[src/rtl/kth_apb_job_sequencer.sv]
// kth_apb_job_sequencer: APB3 master that runs one complete fabric job on kth_ss.
// Flow: per-cell select + instruction load, input load, call, ret polling, readback.
//
// Ports:
//   clk_in, reset_int (async, active-low)
//   start, cell_mask        : job request, sampled in IDLE
//   busy, done, error,
//   err_code                : job status (00 none, 01 PSLVERR, 10 timeout, 11 empty mask)
//   in_valid/in_ready/in_data    : payload stream (instructions, then input data)
//   out_valid/out_ready/out_data : readback stream
//   PADDR..PSLVERR          : APB3 master
//
// Build option: define KTH_SEQ_TIMEOUT_EN to bound ret polling to POLL_TIMEOUT polls.
module kth_apb_job_sequencer #(
    parameter int unsigned NUM_CELLS          = 1,
    parameter int unsigned INSTR_WORDS        = 64,
    parameter int unsigned DATA_IN_WORDS      = 24,
    parameter int unsigned DATA_OUT_WORDS     = 16,
    parameter logic [31:0] INSTR_BASE_ADDR    = 32'h0000_0000,
    parameter logic [31:0] DATA_IN_BASE_ADDR  = 32'h0000_1000,
    parameter logic [31:0] DATA_OUT_BASE_ADDR = 32'h0000_2000,
    parameter logic [31:0] CTRL_BASE_ADDR     = 32'h0000_3000,
    parameter int unsigned POLL_GAP           = 4,
    parameter int unsigned POLL_TIMEOUT       = 65535
) (
    input  logic                 clk_in,
    input  logic                 reset_int,
    input  logic                 start,
    input  logic [NUM_CELLS-1:0] cell_mask,
    output logic                 busy,
    output logic                 done,
    output logic                 error,
    output logic [1:0]           err_code,
    input  logic                 in_valid,
    output logic                 in_ready,
    input  logic [31:0]          in_data,
    output logic                 out_valid,
    input  logic                 out_ready,
    output logic [31:0]          out_data,
    output logic [31:0]          PADDR,
    output logic                 PSEL,
    output logic                 PENABLE,
    output logic                 PWRITE,
    output logic [31:0]          PWDATA,
    input  logic [31:0]          PRDATA,
    input  logic                 PREADY,
    input  logic                 PSLVERR
);

    typedef enum logic [3:0] {
        IDLE,
        SEL,
        FETCH,
        SETUP,
        ACCESS,
        CALL,
        POLL_WAIT,
        POLL,
        READ,
        PUSH,
        FINISH
    } state_t;

    // What the transfer in flight belongs to; decides where ACCESS goes next.
    typedef enum logic [2:0] {
        PH_CELL,
        PH_INSTR,
        PH_DIN,
        PH_CALL,
        PH_POLL,
        PH_READ
    } phase_t;

    localparam logic [1:0] ERR_NONE    = 2'b00;
    localparam logic [1:0] ERR_SLV     = 2'b01;
    localparam logic [1:0] ERR_TIMEOUT = 2'b10;
    localparam logic [1:0] ERR_MASK    = 2'b11;

    localparam logic [15:0] INSTR_LAST = 16'(INSTR_WORDS - 1);
    localparam logic [15:0] DIN_LAST   = 16'(DATA_IN_WORDS - 1);
    localparam logic [15:0] DOUT_LAST  = 16'(DATA_OUT_WORDS - 1);

    state_t               state_q, state_d;
    phase_t               phase_q, phase_d;
    logic [NUM_CELLS-1:0] mask_q, mask_d;
    logic [15:0]          idx_q, idx_d;
    logic [15:0]          gap_q, gap_d;
    logic [31:0]          addr_q, addr_d;
    logic [31:0]          wdata_q, wdata_d;
    logic                 write_q, write_d;
    logic [31:0]          rdata_q, rdata_d;
    logic                 error_q, error_d;
    logic [1:0]           code_q, code_d;
`ifdef KTH_SEQ_TIMEOUT_EN
    logic [31:0]          poll_q, poll_d;
`endif

    logic [3:0]  sel_cell;
    logic [31:0] word_off;

    assign word_off = {14'h0, idx_q, 2'b00};

    // Lowest remaining cell; cells are served in ascending order.
    always_comb begin
        sel_cell = '0;
        for (int i = NUM_CELLS - 1; i >= 0; i--) begin
            if (mask_q[i]) begin
                sel_cell = 4'(i);
            end
        end
    end

    always_ff @(posedge clk_in or negedge reset_int) begin
        if (!reset_int) begin
            state_q <= IDLE;
            phase_q <= PH_CELL;
            mask_q  <= '0;
            idx_q   <= '0;
            gap_q   <= '0;
            addr_q  <= '0;
            wdata_q <= '0;
            write_q <= 1'b0;
            rdata_q <= '0;
            error_q <= 1'b0;
            code_q  <= ERR_NONE;
`ifdef KTH_SEQ_TIMEOUT_EN
            poll_q  <= '0;
`endif
        end else begin
            state_q <= state_d;
            phase_q <= phase_d;
            mask_q  <= mask_d;
            idx_q   <= idx_d;
            gap_q   <= gap_d;
            addr_q  <= addr_d;
            wdata_q <= wdata_d;
            write_q <= write_d;
            rdata_q <= rdata_d;
            error_q <= error_d;
            code_q  <= code_d;
`ifdef KTH_SEQ_TIMEOUT_EN
            poll_q  <= poll_d;
`endif
        end
    end

    always_comb begin
        state_d = state_q;
        phase_d = phase_q;
        mask_d  = mask_q;
        idx_d   = idx_q;
        gap_d   = gap_q;
        addr_d  = addr_q;
        wdata_d = wdata_q;
        write_d = write_q;
        rdata_d = rdata_q;
        error_d = error_q;
        code_d  = code_q;
`ifdef KTH_SEQ_TIMEOUT_EN
        poll_d  = poll_q;
`endif
        unique case (state_q)
            IDLE: begin
                if (start) begin
                    error_d = 1'b0;
                    code_d  = ERR_NONE;
                    if (cell_mask == '0) begin
                        error_d = 1'b1;
                        code_d  = ERR_MASK;
                        state_d = FINISH;
                    end else begin
                        mask_d  = cell_mask;
                        state_d = SEL;
                    end
                end
            end
            SEL: begin
                if (mask_q == '0) begin
                    phase_d = PH_DIN;
                    idx_d   = '0;
                    state_d = FETCH;
                end else begin
                    phase_d = PH_CELL;
                    addr_d  = CTRL_BASE_ADDR;
                    wdata_d = {28'h0, sel_cell};
                    write_d = 1'b1;
                    // drop the lowest set bit: that cell is now being served
                    mask_d  = mask_q & (mask_q - NUM_CELLS'(1));
                    state_d = SETUP;
                end
            end
            FETCH: begin
                if (in_valid) begin
                    wdata_d = in_data;
                    write_d = 1'b1;
                    addr_d  = ((phase_q == PH_INSTR) ? INSTR_BASE_ADDR
                                                     : DATA_IN_BASE_ADDR) + word_off;
                    state_d = SETUP;
                end
            end
            SETUP: begin
                state_d = ACCESS;
            end
            ACCESS: begin
                if (PREADY) begin
                    if (PSLVERR) begin
                        error_d = 1'b1;
                        code_d  = ERR_SLV;
                        state_d = FINISH;
                    end else begin
                        unique case (phase_q)
                            PH_CELL: begin
                                idx_d   = '0;
                                phase_d = PH_INSTR;
                                state_d = FETCH;
                            end
                            PH_INSTR: begin
                                if (idx_q == INSTR_LAST) begin
                                    state_d = SEL;
                                end else begin
                                    idx_d   = idx_q + 16'd1;
                                    state_d = FETCH;
                                end
                            end
                            PH_DIN: begin
                                if (idx_q == DIN_LAST) begin
                                    state_d = CALL;
                                end else begin
                                    idx_d   = idx_q + 16'd1;
                                    state_d = FETCH;
                                end
                            end
                            PH_CALL: begin
                                state_d = POLL;
                            end
                            PH_POLL: begin
                                if (PRDATA[0]) begin
                                    idx_d   = '0;
                                    state_d = READ;
                                end else begin
                                    gap_d   = '0;
                                    state_d = POLL_WAIT;
                                end
                            end
                            PH_READ: begin
                                rdata_d = PRDATA;
                                state_d = PUSH;
                            end
                            default: begin
                                state_d = IDLE;
                            end
                        endcase
                    end
                end
            end
            CALL: begin
                addr_d  = CTRL_BASE_ADDR + 32'd4;
                wdata_d = 32'h1;
                write_d = 1'b1;
                phase_d = PH_CALL;
`ifdef KTH_SEQ_TIMEOUT_EN
                poll_d  = '0;
`endif
                state_d = SETUP;
            end
            POLL_WAIT: begin
                if (32'(gap_q) + 32'd1 >= POLL_GAP) begin
                    state_d = POLL;
                end else begin
                    gap_d = gap_q + 16'd1;
                end
            end
            POLL: begin
`ifdef KTH_SEQ_TIMEOUT_EN
                if (poll_q >= POLL_TIMEOUT) begin
                    error_d = 1'b1;
                    code_d  = ERR_TIMEOUT;
                    state_d = FINISH;
                end else begin
                    poll_d  = poll_q + 32'd1;
                    addr_d  = CTRL_BASE_ADDR + 32'd8;
                    write_d = 1'b0;
                    phase_d = PH_POLL;
                    state_d = SETUP;
                end
`else
                addr_d  = CTRL_BASE_ADDR + 32'd8;
                write_d = 1'b0;
                phase_d = PH_POLL;
                state_d = SETUP;
`endif
            end
            READ: begin
                addr_d  = DATA_OUT_BASE_ADDR + word_off;
                write_d = 1'b0;
                phase_d = PH_READ;
                state_d = SETUP;
            end
            PUSH: begin
                if (out_ready) begin
                    if (idx_q == DOUT_LAST) begin
                        state_d = FINISH;
                    end else begin
                        idx_d   = idx_q + 16'd1;
                        state_d = READ;
                    end
                end
            end
            FINISH: begin
                state_d = IDLE;
            end
            default: begin
                state_d = IDLE;
            end
        endcase
    end

    // Status and strobes decode straight from the state register so an
    // asynchronous reset clears them immediately.
    assign busy      = (state_q != IDLE) && (state_q != FINISH);
    assign done      = (state_q == FINISH);
    assign error     = error_q;
    assign err_code  = code_q;
    assign in_ready  = (state_q == FETCH);
    assign out_valid = (state_q == PUSH);
    assign out_data  = rdata_q;
    assign PSEL      = (state_q == SETUP) || (state_q == ACCESS);
    assign PENABLE   = (state_q == ACCESS);
    assign PADDR     = addr_q;
    assign PWRITE    = write_q;
    assign PWDATA    = wdata_q;

endmodule

[config.mk]
export PLATFORM = sky130hd
export DESIGN_NAME = kth_apb_job_sequencer
export DESIGN_NICKNAME = d
export VERILOG_FILES = /design/src/rtl/kth_apb_job_sequencer.sv
export SDC_FILE = /design/constraint.sdc
export NUM_CORES = 1
export LEC_CHECK = 0
export BUFFER_PORTS_ARGS = -buffer_cell sky130_fd_sc_hd__buf_2
export CAP_MARGIN = 20
export CORE_ASPECT_RATIO = 1.5
export CORE_MARGIN = 3
export CORE_UTILIZATION = 47
export DETAILED_ROUTE_END_ITERATION = 8
export PLACE_DENSITY = 0.74
export SYNTH_ARGS = -nofsm -noshare
export SYNTH_HDL_FRONTEND = slang
export SYNTH_SLANG_ARGS = --single-unit
[constraint.sdc]
create_clock -name clk_in -period 2.1 [get_ports clk_in]
set_input_delay 0.42 -clock clk_in [delete_from_list [all_inputs] [get_ports clk_in]]
set_output_delay 0.42 -clock clk_in [all_outputs]
set_load 0.03 [all_outputs]
======== Word-level counts from Yosys, hierarchy flattened ========
Index checks and enable logic that the tools add are counted.
operators by class
  shifts and indexed selects .............. 0
  muxes and demuxes ....................... 59
  div/mod/pow operators ................... 0
  $lt $le $gt $ge ......................... 1
  bitwise gates (word level) .............. 2
  $mul .................................... 0
  reduce and logical (&&, ||, !) cells .... 25
  eq/ne operators ......................... 38
  add/subtract/negate cells ............... 6
operators by type and width
  operator                                                            number
  2-to-1 mux 16 bit                                                   13
  case mux 32 bit (5 select lines)                                    1
  2-to-1 mux 32 bit                                                   4
  case mux 32 bit (3 select lines)                                    1
  case mux 16 bit (4 select lines)                                    1
  case mux 16 bit (3 select lines)                                    1
  adder 16 x 1 -> 16 bit, second input constant                       2
  2-to-1 mux 4 bit                                                    8
  case mux 16 bit (2 select lines)                                    1
  case mux 4 bit (8 select lines)                                     1
  case mux 4 bit (6 select lines)                                     1
  != test 2 bit, second input constant                                10
  adder 13 x 18 -> 19 bit                                             1
  adder 14 x 18 -> 19 bit, first input constant                       1
  adder 16 x 1 -> 17 bit, second input constant                       1
  greater-or-equal comparator 17 x 3 -> 1 bit, second input constant  1
  == test 16 x 4 -> 1 bit, second input constant                      1
  == test 16 x 5 -> 1 bit, second input constant                      1
  == test 16 x 6 -> 1 bit, second input constant                      1
  == test 4 x 3 -> 1 bit, second input constant                       4
  case mux 3 bit (5 select lines)                                     1
  2-to-1 mux 2 bit                                                    7
  2-to-1 mux 13 bit                                                   1
  == test 4 bit, second input constant                                3
  32 further kinds                                                    64
word-level totals
  register bits ........................... 140
  bits in read-only memories .............. 0
  bits in writable memories ............... 0
  memories kept ........................... 0
  word-level logic and storage cells ...... 142
  bits in latches ......................... 0

======== Logic depth before layout (Yosys ltp) ========
  depth in word-level cells ............... 6
  depth in mapped cells ................... 11
  gate-level depth less buffers ........... 8

======== Least setup slack after synthesis ========
Ideal clock, no wire load.
  kind .................................... reg2reg
  from .................................... reg idx_q[0]
  to ...................................... reg idx_q[13]
  slack ................................... -0.087 ns
  cell stages (with the launch flop) ...... 11
  period minus slack after synthesis ...... 2.187 ns
  setup time .............................. 0.092 ns
  data arrival time ....................... 2.095 ns
  cell sequence ........................... dfrtp_1 -> ha_1 -> and3_1 -> nand4_1 -> o21ai_0 -> o211a_1 -> buf_6 -> or3_1 -> buf_6 -> buf_8 -> o31ai_2
between the ends
  cells in the longest elaborated chain, start to end .. 6
  elaborated cells on any way between the ends .. 16
  those cells by class .................... add/sub: 1; eq/ne: 6; mux: 8; reduce/logical: 1
ends and longest elaborated chain
  item                                         RTL line       source
  start, declared                              86             logic [15:0] idx_q, idx_d;
  start signal, assigned                       133            idx_q <= idx_d;
  adder 16 x 1 -> 16 bit                       221, 229, 304
  2-to-1 mux 16 bit, on equally long branches  226, 218
  case mux 16 bit (4 select lines)             211            unique case (phase_q)
  2-to-1 mux 16 bit                            206            if (PSLVERR) begin
  2-to-1 mux 16 bit                            205            if (PREADY) begin
  case mux 16 bit (3 select lines)             162            unique case (state_q)
Parallel ways exist; a longest one is shown, timed or not. The select of a mux whose other input is x is not followed.
A chain may end at the register's enable or synchronous reset.

======== Final worst setup path ========
  from .................................... reg state_q[2]
  to ...................................... out busy
between the ends
  cells in the longest elaborated chain, start to end .. 2
  elaborated cells on any way between the ends .. 3
  those cells by class .................... eq/ne: 1; reduce/logical: 2
ends and longest elaborated chain
  item                                                        RTL line  source
  start, declared                                             83        state_t state_q, state_d;
  start signal, assigned                                      130       state_q <= state_d;
  != test 4 bit / nonzero test 4 bit (equally long branches)  320       assign busy = (state_q != IDLE) && (state_q != FINISH);
  logical AND 1 bit (*)                                       320
  end, declared                                               30        output logic busy,
Mark *: on every way between the ends. The rest lies on a longest branch, timed or not.

==> results_dict.tcl <==
set metrics [dict create \
    status "complete, but fails checks" \
    violations "negative setup slack" \
    grt_pass1_vias 5511 \
    dp_hpwl_um 12170 \
    portBuffers 162 \
    synth_cell_type_count 67 \
    critPathSlowestCell "or4_4" \
    finalInstanceArea_sq_um 8523 \
    cp-end-kind "output port" \
    p_leak_nw 4.358 \
    grt_overflow 0 \
    setup_ws_ns -0.04686 \
    drc 0 \
    wl_per_cell_um 18.43 \
    antenna_found_initial 0 \
    period_share_pct 102.2 \
    grt_max_degree 55 \
    synth.top_cell.area_share_pct 50.70 \
    crit_fanout 10 \
    num_vias 5506 \
    maxSlewViolCount 0 \
    fin_nets 877 \
    setup_violations 2 \
    max_freq_ghz 0.4658 \
    max_stage_delay_ns 0.55 \
    place_area_sq_um 7361 \
    ios 178 \
    ys_async_sr_fraction_pct 100.0 \
    hold_viol_final 0 \
    maxCapViolCount 0 \
    worstSkewPairLatency_ns 0.41 \
    finalPower_mw 11.56 \
    cp.required_ns 1.68 \
    final_core_util_pct 67.45 \
    path_buf_inv 2 \
    track_usage_pct 23.35 \
    firstDrtPassIters 5 \
    core_sq_um 12640 \
    clock_skew_ns 0.007973 \
    path_depth 3 \
    routed_wl_um 17850 \
    cts_sinks 124 \
    tns_ns -0.08019 \
    rsz0062_at_grt "true" \
    start_util_pct 48.44 \
    synthTopCellsByArea "dfrtp_1, mux2_2, a22o_1, nand2_1, nor2_1" \
    die_w_um 99.18 \
    synth-edff-count 0 \
    numCtsBuffers 17 \
    ys_seq_area_share_pct 50.70 \
    crit_chain "buf_8 > or4_4 > buf_6" \
    synth_seq_cells 124 \
    synthCells 576 \
    diodes 0 \
    gp_congestion 0.9215 \
    synth_area_leader_cell "dfrtp_1" \
    synthFlopType "dfrtp_1" \
    grt_pass1_wl_um 27190 \
    drt_iter0_drc 505 \
    layout-drive-gt1-share_pct 44.65 \
    arrival_ns 1.73 \
    cpLargestDelayFamily "simple AND/OR/NAND/NOR gates" \
    min_period_ns 2.147 \
    hold_class "in -> reg" \
    area_growth_pct 39.25 \
    dp.cells 909 \
    r2r_cells 8 \
    rows 50 \
    syn_area_per_cell_sq_um 10.63 \
    criticalPathCategory "reg -> out" \
    power_density_nw_per_um2 1357 \
    yosys_warnings 0 \
    clk_pin_slew_ns 0.06 \
    synth_area_sq_um 6121 \
    min_delay_path_depth 2 \
    peakVddDrop_v 0.0006846 \
    cts_tree "built" \
    vias_per_cell 5.682 \
    cts_buffer_depth 2 \
    cp-start-kind "flip-flop" \
    final_cell_count_no_fill 969 \
    cts_root_buf "clkbuf_16" \
    dieArea_sq_um 14460 \
    die_h_um 145.8 \
    htree_levels 4 \
    final_antenna_net_count 0 \
]
[metrics by stage]
stage | hold slack, ns | worst slack (ns)
floorplan | 0.1244 | 0.002756
global placement | 0.3280 | 0.04957
detailed placement | 0.3345 | 0.01426
CTS | 0.2052 | -0.05012
global route | 0.2114 | -0.07765
finish | 0.2223 | -0.04686
[flip-flops by register name, indices dropped and copies added, names as in the netlist]
name / cells
PWRITE: 1
err_code: 2
idx_q: 16
state_q: 4
mask_q: 1
PWDATA: 32
phase_q: 3
PADDR: 17
gap_q: 16
out_data: 32
[placed cells by master, fill, tap and decap left out, types with 13 or more instances in the layout]
| cell type | count |
|---|---|
| buf_4 | 60 |
| clkbuf_16 | 21 |
| mux2_2 | 36 |
| conb_1 | 15 |
| nand2_1 | 44 |
| buf_2 | 157 |
| dfrtp_1 | 121 |
| nor2_1 | 38 |
| a21oi_1 | 23 |
| a22o_1 | 34 |
| nand3_1 | 23 |
| o21ai_0 | 20 |
| nor3b_1 | 13 |
[path summary, 6_finish.rpt]
path,start,end,slack (ns)
min in group asynchronous,reset_int,PADDR[4],0.44
max,state_q[2],busy,-0.05
max reg2reg,idx_q[0],idx_q[12],0.06
min reg2reg,PADDR[11],PADDR[11],0.46
min,out_ready,state_q[0],0.22
max in group asynchronous,reset_int,state_q[2],1.06
[per-layer routing]
layer | up-vias | GRT usage, % | wire (um)
met3 | 55 | 3.981 | 1042
met1 | 2669 | 25.98 | 6427
met4 | 0 | 12.58 | 640
li1 | 2531 | - | -
met5 | - | 0 | 0
met2 | 251 | 41.66 | 9743
[repair_timing]
action	in CTS	in global routing
cloned	0	4
resized for setup	21	35
setup buffers	7	17
setup endpoints to repair	5	73
hold buffers	1	0
pin swaps	0	16
hold endpoints to repair	18	0
[power by group]
| part | internal, mW | leakage (nW) | switching (mW) |
|---|---|---|---|
| Combinational | 2.08 | 2.41 | 3.05 |
| Sequential | 2.93 | 1.65 | 0.382 |
| Clock | 2.01 | 0.302 | 1.12 |
| Total | 7.01 | 4.36 | 4.55 |
[area by class of cell]
type	instances	area, sq um
Clock buffer	17	425.4
Clock inverter	15	209.0
Fill cell	931	4114
Inverter	12	51.30
Multi-Input combinational cell	402	2888
Sequential cell	124	3107
Tap cell	156	195.2
Timing Repair Buffer	243	1648
[logic make-up (layout without fill, tap and decap cells)]
group / count (synthesis) / after routing / synth area share, %
xor gates and xnor gates: 4 / 4 / 0.5725
muxes: 37 / 37 / 6.787
and+or+nand+nor: 194 / 194 / 16.72
buffers and inverters: 64 / 287 / 5.907
DFF: 124 / 124 / 50.70
AOI/OAI and AO/OA: 147 / 147 / 18.23
other: 1 / 15 / 0.06127
adders and majority gates: 5 / 5 / 1.022
[cells in the mapped netlist (5+ instances only)]
master and instances:
nand2_1 45, nor3b_1 13, a31oi_1 8, a21oi_1 24, o31ai_1 17, nor2_1 42, nand2b_1 9, dfrtp_1 124
clkbuf_1 17, nor2b_1 12, mux2_2 36, a22oi_1 7, inv_1 9, or3_1 5, nand3_1 25, and3_1 7
ha_1 5, a22o_1 34, nand4_1 5, nor3_1 8, buf_4 17, o21ai_0 21, buf_2 13
(Power assumes the default switching activity.)
